**src/rtl/imm_encoder_if.sv**
```systemverilog
// ============================================================================
// Module      : imm_encoder_if
// Description : Request/beat stream bundle for the RV64I instruction assembler.
// Revision    : 1.0 - initial release
// ============================================================================
`default_nettype none

interface imm_encoder_if;
    logic        in_valid;
    logic        in_ready;
    logic [2:0]  in_fmt;
    logic [6:0]  in_opcode;
    logic [4:0]  in_rd;
    logic [4:0]  in_rs1;
    logic [4:0]  in_rs2;
    logic [2:0]  in_funct3;
    logic [63:0] in_imm;
    logic        out_valid;
    logic        out_ready;
    logic [31:0] out_inst;
    logic        out_err;
    logic        out_last;

    modport master (
        output in_valid, in_fmt, in_opcode, in_rd, in_rs1, in_rs2, in_funct3, in_imm, out_ready,
        input  in_ready, out_valid, out_inst, out_err, out_last
    );

    modport slave (
        input  in_valid, in_fmt, in_opcode, in_rd, in_rs1, in_rs2, in_funct3, in_imm, out_ready,
        output in_ready, out_valid, out_inst, out_err, out_last
    );
endinterface

`default_nettype wire

```
**src/rtl/imm_encoder.sv**
```systemverilog
// ============================================================================
// Module      : imm_encoder
// Description : Pipelined RV64I immediate encoder with LI32 -> LUI/ADDIW expansion.
// Revision    : 1.0 - initial release
// ============================================================================
`default_nettype none

module imm_encoder (
    input  wire logic    clk,
    input  wire logic    reset,
    imm_encoder_if.slave bus
);
    localparam logic [6:0] c_OP_ADDI  = 7'h13;
    localparam logic [6:0] c_OP_LUI   = 7'h37;
    localparam logic [6:0] c_OP_ADDIW = 7'h1B;

    typedef enum logic [1:0] {
        IDLE  = 2'd0,
        BEAT  = 2'd1,
        BEAT2 = 2'd2
    } state_t;

    state_t      state_q, state_d;
    logic [31:0] inst_q, inst_d;
    logic [31:0] pend_q, pend_d;
    logic        err_q, err_d;
    logic        last_q, last_d;

    logic [63:0] w_imm;
    logic        w_fits12, w_fits13, w_fits21, w_fits32;
    logic [31:0] w_li_sum;
    logic [19:0] w_li_hi;
    logic [11:0] w_li_lo;
    logic        w_legal, w_two;
    logic [31:0] w_inst, w_inst2;
    logic        w_in_ready, w_accept;

    assign w_imm    = bus.in_imm;
    assign w_fits12 = (w_imm == {{52{w_imm[11]}}, w_imm[11:0]});
    assign w_fits13 = (w_imm == {{51{w_imm[12]}}, w_imm[12:0]});
    assign w_fits21 = (w_imm == {{43{w_imm[20]}}, w_imm[20:0]});
    assign w_fits32 = (w_imm == {{32{w_imm[31]}}, w_imm[31:0]});

    // Rounding by 0x800 pre-compensates for ADDIW sign-extending its 12-bit operand.
    assign w_li_lo  = w_imm[11:0];
    assign w_li_sum = w_imm[31:0] + 32'h0000_0800;
    assign w_li_hi  = w_li_sum[31:12];

    always_comb begin
        w_legal = 1'b0;
        w_two   = 1'b0;
        w_inst  = 32'd0;
        w_inst2 = 32'd0;
        case (bus.in_fmt)
            3'd0: begin
                w_legal = w_fits12;
                w_inst  = {w_imm[11:0], bus.in_rs1, bus.in_funct3, bus.in_rd, bus.in_opcode};
            end
            3'd1: begin
                w_legal = w_fits12;
                w_inst  = {w_imm[11:5], bus.in_rs2, bus.in_rs1, bus.in_funct3, w_imm[4:0], bus.in_opcode};
            end
            3'd2: begin
                w_legal = w_fits13 && !w_imm[0];
                w_inst  = {w_imm[12], w_imm[10:5], bus.in_rs2, bus.in_rs1, bus.in_funct3,
                           w_imm[4:1], w_imm[11], bus.in_opcode};
            end
            3'd3: begin
                w_legal = w_fits32 && (w_imm[11:0] == 12'd0);
                w_inst  = {w_imm[31:12], bus.in_rd, bus.in_opcode};
            end
            3'd4: begin
                w_legal = w_fits21 && !w_imm[0];
                w_inst  = {w_imm[20], w_imm[10:1], w_imm[11], w_imm[19:12], bus.in_rd, bus.in_opcode};
            end
            3'd5: begin
                w_legal = w_fits32;
                if (w_li_hi == 20'd0) begin
                    w_inst = {w_li_lo, 5'd0, 3'd0, bus.in_rd, c_OP_ADDI};
                end else if (w_li_lo == 12'd0) begin
                    w_inst = {w_li_hi, bus.in_rd, c_OP_LUI};
                end else begin
                    w_two   = 1'b1;
                    w_inst  = {w_li_hi, bus.in_rd, c_OP_LUI};
                    w_inst2 = {w_li_lo, bus.in_rd, 3'd0, bus.in_rd, c_OP_ADDIW};
                end
            end
            default: w_legal = 1'b0;
        endcase
        if (!w_legal) begin
            w_two   = 1'b0;
            w_inst  = 32'd0;
            w_inst2 = 32'd0;
        end
    end

    assign w_in_ready = (state_q == IDLE) || ((state_q == BEAT) && bus.out_ready);
    assign w_accept   = bus.in_valid && w_in_ready;

    always_comb begin
        state_d = state_q;
        inst_d  = inst_q;
        pend_d  = pend_q;
        err_d   = err_q;
        last_d  = last_q;
        case (state_q)
            IDLE, BEAT: begin
                if (w_accept) begin
                    inst_d  = w_inst;
                    pend_d  = w_inst2;
                    err_d   = !w_legal;
                    last_d  = !w_two;
                    state_d = w_two ? BEAT2 : BEAT;
                end else if ((state_q == BEAT) && bus.out_ready) begin
                    state_d = IDLE;
                end
            end
            BEAT2: begin
                if (bus.out_ready) begin
                    inst_d  = pend_q;
                    pend_d  = 32'd0;
                    err_d   = 1'b0;
                    last_d  = 1'b1;
                    state_d = BEAT;
                end
            end
            default: state_d = IDLE;
        endcase
    end

    always_ff @(posedge clk) begin
        if (reset) begin
            state_q <= IDLE;
            inst_q  <= 32'd0;
            pend_q  <= 32'd0;
            err_q   <= 1'b0;
            last_q  <= 1'b0;
        end else begin
            state_q <= state_d;
            inst_q  <= inst_d;
            pend_q  <= pend_d;
            err_q   <= err_d;
            last_q  <= last_d;
        end
    end

    assign bus.in_ready  = w_in_ready;
    assign bus.out_valid = (state_q != IDLE);
    assign bus.out_inst  = inst_q;
    assign bus.out_err   = err_q;
    assign bus.out_last  = last_q;
endmodule

`default_nettype wire

```
**src/flat_wrapper.sv**
```systemverilog
// flat-port wrapper written by rule: the top's interface ports become plain ports
module imm_encoder_flat 
  (clk, reset, bus_in_valid, bus_in_fmt, bus_in_opcode, bus_in_rd, bus_in_rs1, bus_in_rs2, bus_in_funct3, bus_in_imm, bus_out_ready, bus_in_ready, bus_out_valid, bus_out_inst, bus_out_err, bus_out_last);
  imm_encoder_if bus_i ();
  input  wire logic clk;
  input  wire logic reset;
  input wire logic [$bits(bus_i.in_valid)-1:0] bus_in_valid;
  input wire logic [$bits(bus_i.in_fmt)-1:0] bus_in_fmt;
  input wire logic [$bits(bus_i.in_opcode)-1:0] bus_in_opcode;
  input wire logic [$bits(bus_i.in_rd)-1:0] bus_in_rd;
  input wire logic [$bits(bus_i.in_rs1)-1:0] bus_in_rs1;
  input wire logic [$bits(bus_i.in_rs2)-1:0] bus_in_rs2;
  input wire logic [$bits(bus_i.in_funct3)-1:0] bus_in_funct3;
  input wire logic [$bits(bus_i.in_imm)-1:0] bus_in_imm;
  input wire logic [$bits(bus_i.out_ready)-1:0] bus_out_ready;
  output wire logic [$bits(bus_i.in_ready)-1:0] bus_in_ready;
  output wire logic [$bits(bus_i.out_valid)-1:0] bus_out_valid;
  output wire logic [$bits(bus_i.out_inst)-1:0] bus_out_inst;
  output wire logic [$bits(bus_i.out_err)-1:0] bus_out_err;
  output wire logic [$bits(bus_i.out_last)-1:0] bus_out_last;
  assign bus_i.in_valid = bus_in_valid;
  assign bus_i.in_fmt = bus_in_fmt;
  assign bus_i.in_opcode = bus_in_opcode;
  assign bus_i.in_rd = bus_in_rd;
  assign bus_i.in_rs1 = bus_in_rs1;
  assign bus_i.in_rs2 = bus_in_rs2;
  assign bus_i.in_funct3 = bus_in_funct3;
  assign bus_i.in_imm = bus_in_imm;
  assign bus_i.out_ready = bus_out_ready;
  assign bus_in_ready = bus_i.in_ready;
  assign bus_out_valid = bus_i.out_valid;
  assign bus_out_inst = bus_i.out_inst;
  assign bus_out_err = bus_i.out_err;
  assign bus_out_last = bus_i.out_last;
  imm_encoder u_core (.clk(clk), .reset(reset), .bus(bus_i));
endmodule
```
**config.mk**
```make
export PLATFORM = sky130hd
export DESIGN_NAME = imm_encoder_flat
export DESIGN_NICKNAME = d
export VERILOG_FILES = /design/src/rtl/imm_encoder_if.sv /design/src/rtl/imm_encoder.sv /design/src/flat_wrapper.sv
export SDC_FILE = /design/constraint.sdc
export NUM_CORES = 1
export LEC_CHECK = 0
export CORE_ASPECT_RATIO = 0.8
export CORE_MARGIN = 1
export CORE_UTILIZATION = 23
export DETAILED_ROUTE_END_ITERATION = 10
export PLACE_DENSITY = 0.51
export SYNTH_ARGS = -nofsm -noshare
export SYNTH_HDL_FRONTEND = slang
export SYNTH_SLANG_ARGS = --single-unit
```
**constraint.sdc**
```tcl
create_clock -name clk -period 6.6 [get_ports clk]
set_input_delay 1.32 -clock clk [delete_from_list [all_inputs] [get_ports clk]]
set_output_delay 1.32 -clock clk [all_outputs]
set_load 0.005 [all_outputs]
```
## Word level (Yosys, flattened, before mapping)

Cells that the tools add are included.

- Input bits: 96
- Flip-flop bits (word level): 68
- Logic and storage cells: 68
- Output and inout bits: 36

- Eq/ne operators: 14
- $add $sub $neg: 1
- Mux-type cells: 29
- Reductions and logical operators: 19

Operators with widths:

| kind | count |
|---|---|
| $mux 32 | 10 |
| $pmux 32 s6 | 1 |
| $pmux 32 s2 | 2 |
| $eq 52x52->1 | 1 |
| $eq 51x51->1 | 1 |
| $eq 43x43->1 | 1 |
| $add 32x12->32 const B | 1 |
| $eq 32x32->1 | 1 |
| $logic_not 20->1 | 1 |
| $logic_not 12->1 | 1 |
| $mux 1 | 8 |
| $mux 2 | 4 |
| $eq 3x2->1 const B | 2 |
| $eq 3x3->1 const B | 2 |
| $logic_and 1x1->1 | 5 |
| $pmux 1 s5 | 1 |
| $pmux 1 s2 | 2 |
| $pmux 2 s2 | 1 |
| $reduce_bool 2->1 | 2 |
| $reduce_or 2->1 | 2 |
| $eq 3x1->1 const B | 1 |
| $logic_not 1->1 | 3 |
| $logic_not 3->1 | 1 |
| $ne 3x1->1 const B | 1 |
| other kinds (8) | 8 |

## Longest topological paths before layout

- Word-level depth: 8
- Depth in mapped cells: 11
- Mapped depth without buffers: 9

## Least setup slack after synthesis

No wires, ideal clock.

- Path type: input-to-reg
- Start point: input port bus_in_imm[18]
- End point: register u_core.inst_q[25] (netlist: u_core.bus.out_inst[25])
- Data arrival time: 3.557 ns
- Path slack: 2.939 ns
- Library setup time: 0.103 ns
- Cell stages on the path: 9
- Data required time: 6.497 ns
- Buffers on the path: 1
- Cells stage by stage: buf_2 nand4_1 or3_1 xnor2_1 nor4b_1 nand4_1 o31ai_1 a221oi_1 a2111oi_2

- Cells in the longest elaborated chain, start to end: 7
- Elaborated cells between the ends (all ways): 11
- Those cells by class: add/sub (1); eq/ne (2); mux (6); reduce/logical (2)

Ends and longest elaborated chain:

| what | line | source |
|---|---|---|
| start, declared | flat_wrapper.sv:14 | `input wire logic [$bits(bus_i.in_imm)-1:0] bus_in_imm;` |
| $add 32x12->32 | imm_encoder.sv:46 | `assign w_li_sum = w_imm[31:0] + 32'h0000_0800;` |
| $logic_not 20->1 | imm_encoder.sv:78 | `if (w_li_hi == 20'd0) begin` |
| $mux 32 | imm_encoder.sv:78 |  |
| $pmux 32 s6 | imm_encoder.sv:54 | `case (bus.in_fmt)` |
| $mux 32 * | imm_encoder.sv:90 | `if (!w_legal) begin` |
| $mux 32 * | imm_encoder.sv:108 | `if (w_accept) begin` |
| $pmux 32 s2 * | imm_encoder.sv:106 | `case (state_q)` |
| end signal, assigned | imm_encoder.sv:140 | `inst_q <= inst_d;` |
| end, declared | imm_encoder.sv:24 | `logic [31:0] inst_q, inst_d;` |

Mark *: on every way between the ends. The rest lies on a longest branch, timed or not. The select of a mux whose other input is x is not followed.
A chain may end at the register's enable or synchronous reset.

## Worst setup path after layout

- Start point: input port bus_in_imm[11]
- End point: register u_core.pend_q[18]

- Cells in the longest elaborated chain, start to end: 7
- Elaborated cells between the ends (all ways): 12
- Those cells by class: add/sub (1); eq/ne (1); mux (7); reduce/logical (3)

Ends and longest elaborated chain:

| what | line | source |
|---|---|---|
| $add 32x12->32 or $logic_not 12->1 (tied branches) | imm_encoder.sv:46, imm_encoder.sv:69, imm_encoder.sv:80 |  |
| $logic_not 20->1 or $mux 32 (tied branches) | imm_encoder.sv:78, imm_encoder.sv:80 |  |
| $mux 32 | imm_encoder.sv:78 |  |
| $mux 32 | imm_encoder.sv:54 |  |
| $mux 32 * | imm_encoder.sv:90 |  |
| $mux 32 * | imm_encoder.sv:108 |  |
| $pmux 32 s2 * | imm_encoder.sv:106 |  |
| end signal, assigned | imm_encoder.sv:141 | `pend_q <= pend_d;` |
| end, declared | imm_encoder.sv:25 | `logic [31:0] pend_q, pend_d;` |

Marked as above.

==> metrics.txt <==
postcts setup bufs 0; clock skew 0.00618 ns; design area 6020 µm²; Worst-Skew Late Latency 0.30 ns; ys async rst share 0%; ant diodes 0; area delta synth->final 36.7%; GRT Total Usage 18.7%; Area after DPL 5890 µm²; initial antenna violation count 0; Reg area 1080 µm²; layout cell share with drive strength beyond 1 6.75%; Initial Utilization 23.9%; critical path depth in cells 10; final wirelength 18400 µm; gpl congestion 0.860; Fmax 0.209 GHz; largest net degree at the start of global routing 46; post_cts resized 0; Final Hold Viols 0; cell row count 44; cts hold-fix bufs 0; Mapped Avg Cell Area 7.13 µm²; CTS tree yes; Critical Path Max Stage Delay 0.79 ns; Unique masters post-synth 64; family with the most delay on the worst path simple AND/OR/NAND/NOR gates; Final Cycle Share 72.4%; # clock sinks 54; CP cell instances clkdlybuf4s50_1 > ha_1 > nand4_1 > nor4_1 > nor3_1 > o22a_1 > and4_1 > a21oi_2 > nand4b_1 > o21ai_1; First DRT Iteration DRCs 430; overall power 0.000855 W; CP startpoint kind input port; CP arrival 4.98 ns; clock period minus worst slack 4.78 ns; Yosys warning total 0; first-pass GRT wire length 28600 µm; clock root cell clkbuf_16; vias in the first global route 4923; Final WS setup 1.82 ns; DRC 0; CTS buffer count 5; DRT Pass-1 Iters 5; r2r setup slk 4.12 ns; Slew @ Worst Pin 1.16 ns; total of max-cap violations 0; VDD IR-drop max 0.0861 mV; vias per cell 5.39; Worst R2R Start u_core.state_q[0]$_SDFFE_PP0P_; prevailing post-synth register cell dfxtp_1; worst setup path start bus_in_imm[11]; worst slack, placed 1.61 ns; CTS H-Tree Depth 2; Mapped Cells 618; CP endpoint kind flop; CP required 6.80 ns; Die X 157 µm; vias 5195; Lkg Pwr 2.01 nW; DIE HEIGHT 126 µm; CP max FO 13; crit path to u_core.pend_q[18]$_SDFFE_PP0P_; Port-buffer cells 131; Syn Std Cell Area 4410 µm²; Routed WL per cell 19.1 µm; post-synth net total 717; RSZ-0062 raised after global routing no; flops & latches, synth 54; Filler Cell Count 2000; critical path type in2reg; WP buf/inv 1; GRT overflow 0; P per Cell Area 142 nW/µm²; r2r endpoint u_core.bus.out_inst[23]$_SDFFE_PP0P_; Reg clk slew, reported paths 0.07 ns; area of the core 18400 µm²; final antenna-violating net count 0; Post-synth EDFFs 0; Multi-input gate area 3040 µm²; Nets 810; Die Area 19700 µm²; final setup violation count 0; DP HPWL 13800 µm; Final Slew Violations 0; part of the Yosys area used for sequential elements 24.5%; FF-to-FF path depth 8; Setup Total Neg Slack 0 ns; status completed; Max clock buf depth 2; Slew headroom 22.7%; Hold Crit Class reg2reg; CP max stage cell clkdlybuf4s50_1; IO Pins 132
-- cell usage after synthesis (3+ instances only) --
cell,n,area (µm²)
a31oi_1,4,25.0
and2_1,8,50.1
nor2b_1,13,81.3
clkbuf_1,40,150
nor4_1,17,106
a221oi_1,7,61.3
a211oi_2,3,37.5
a22oi_1,16,120
inv_1,15,56.3
xor2_1,8,70.1
nand4_1,28,175
buf_2,11,55.1
o31ai_2,3,37.5
nand3_1,21,105
or4_1,5,37.5
a211oi_1,9,67.6
a2111oi_2,7,105
nand2_1,67,251
o22ai_1,8,50.1
or3_1,6,37.5
ha_1,3,37.5
o31ai_1,9,67.6
nor3_1,22,110
buf_1,3,11.3
nor2_1,56,210
xnor2_1,14,123
o21ai_1,16,80.1
and3_1,9,56.3
mux2i_1,11,110
dfxtp_1,54,1080
a21oi_1,45,225
nor4_2,4,50.1
o21ai_0,29,145
and4_1,4,35.0
a32oi_1,3,26.3
o211a_1,4,40.0
-- metrics by stage --
stage / std cells / hold slack, ns / utilization [%]
2_1_floorplan: 618 / 0.427 / -
3_3_place_gp: 957 / 0.442 / 31.9
3_5_place_dp: 957 / 0.447 / 31.9
4_1_cts: 964 / 0.456 / 32.6
5_1_grt: 964 / 0.471 / 32.6
6_report: 964 / 0.453 / 32.6
-- metal layers --
| layer | global-route usage, % | wire, µm |
|---|---|---|
| met4 | 3.17 | 167 |
| met2 | 26.9 | 7760 |
| met3 | 2.86 | 1360 |
| met5 | 0 | 0 |
| met1 | 28.9 | 9140 |
-- power by group --
| group | total [W] | internal, W | switching, W |
|---|---|---|---|
| Combinational | 0.000254 | 0.000117 | 0.000137 |
| Sequential | 0.000343 | 0.000336 | 0.00000672 |
| Clock | 0.000258 | 0.000139 | 0.000119 |
-- worst reg2reg max path: stages, from the launching register on --
cell and delay (ns):
dfxtp_1 0.34, a21oi_1 0.26, and2_1 0.61, a21oi_2 0.17, buf_4 0.28, a221oi_1 0.26
o21ai_0 0.14, a21oi_1 0.19, a2111oi_2 0.06
-- final cells by class --
cell class	count	area share, %
Clock buffer	7	2.20
Inverter	16	0.998
Multi-Input combinational cell	492	50.5
Sequential cell	54	18.0
Tap cell	253	5.26
Timing Repair Buffer	142	23.1
-- flip-flops by register name, indices dropped and copies added (netlist names) --
signal               flops
u_core.bus.out_inst     32
u_core.pend_q           18
u_core.state_q           2
u_core.bus.out_err       1
u_core.bus.out_last      1
-- cells by family after synthesis --
family,after synthesis,synth area share (%)
AND/OR/NAND/NOR,270,31.4
AO/OA/AOI/OAI,182,28.6
buffers and inverters,72,6.70
flip-flops,54,24.5
XOR/XNOR,22,4.37
multiplexers,15,3.52
adder cells (fa/ha/maj),3,0.852
-- placed cells by master, fill, tap and decap left out, types with 6 or more instances in the layout --
cell / n
a221oi_1: 7
o31ai_1: 9
nand2_1: 67
nand4_1: 28
a2111oi_2: 7
and3_1: 9
nor3_1: 22
mux2i_1: 11
o22ai_1: 8
a211oi_1: 9
xor2_1: 8
a22oi_1: 16
nand3_1: 21
nor2_1: 56
o21ai_0: 29
xnor2_1: 14
clkdlybuf4s50_1: 130
dfxtp_1: 54
nor2b_1: 12
buf_4: 11
o21ai_1: 16
and2_1: 8
inv_1: 15
a21oi_1: 44
or3_1: 6
nor4_1: 17
-- worst min-delay path by stage --
stage / from / to / slack, ns / cells after the start
after CTS: u_core.bus.out_inst[5]$_SDFFE_PP0P_ / u_core.bus.out_inst[5]$_SDFFE_PP0P_ / 0.46 / 2
final: u_core.bus.out_inst[6]$_SDFFE_PP0P_ / u_core.bus.out_inst[6]$_SDFFE_PP0P_ / 0.45 / 2
after global placement: u_core.bus.out_inst[2]$_SDFFE_PP0P_ / u_core.bus.out_inst[2]$_SDFFE_PP0P_ / 0.44 / 2
after floorplan: u_core.pend_q[15]$_SDFFE_PP0P_ / u_core.pend_q[15]$_SDFFE_PP0P_ / 0.43 / 2
after global routing: u_core.bus.out_inst[6]$_SDFFE_PP0P_ / u_core.bus.out_inst[6]$_SDFFE_PP0P_ / 0.47 / 2
after detailed placement: u_core.bus.out_inst[5]$_SDFFE_PP0P_ / u_core.bus.out_inst[5]$_SDFFE_PP0P_ / 0.45 / 2
No activity file was read; power rests on OpenSTA's default activity.
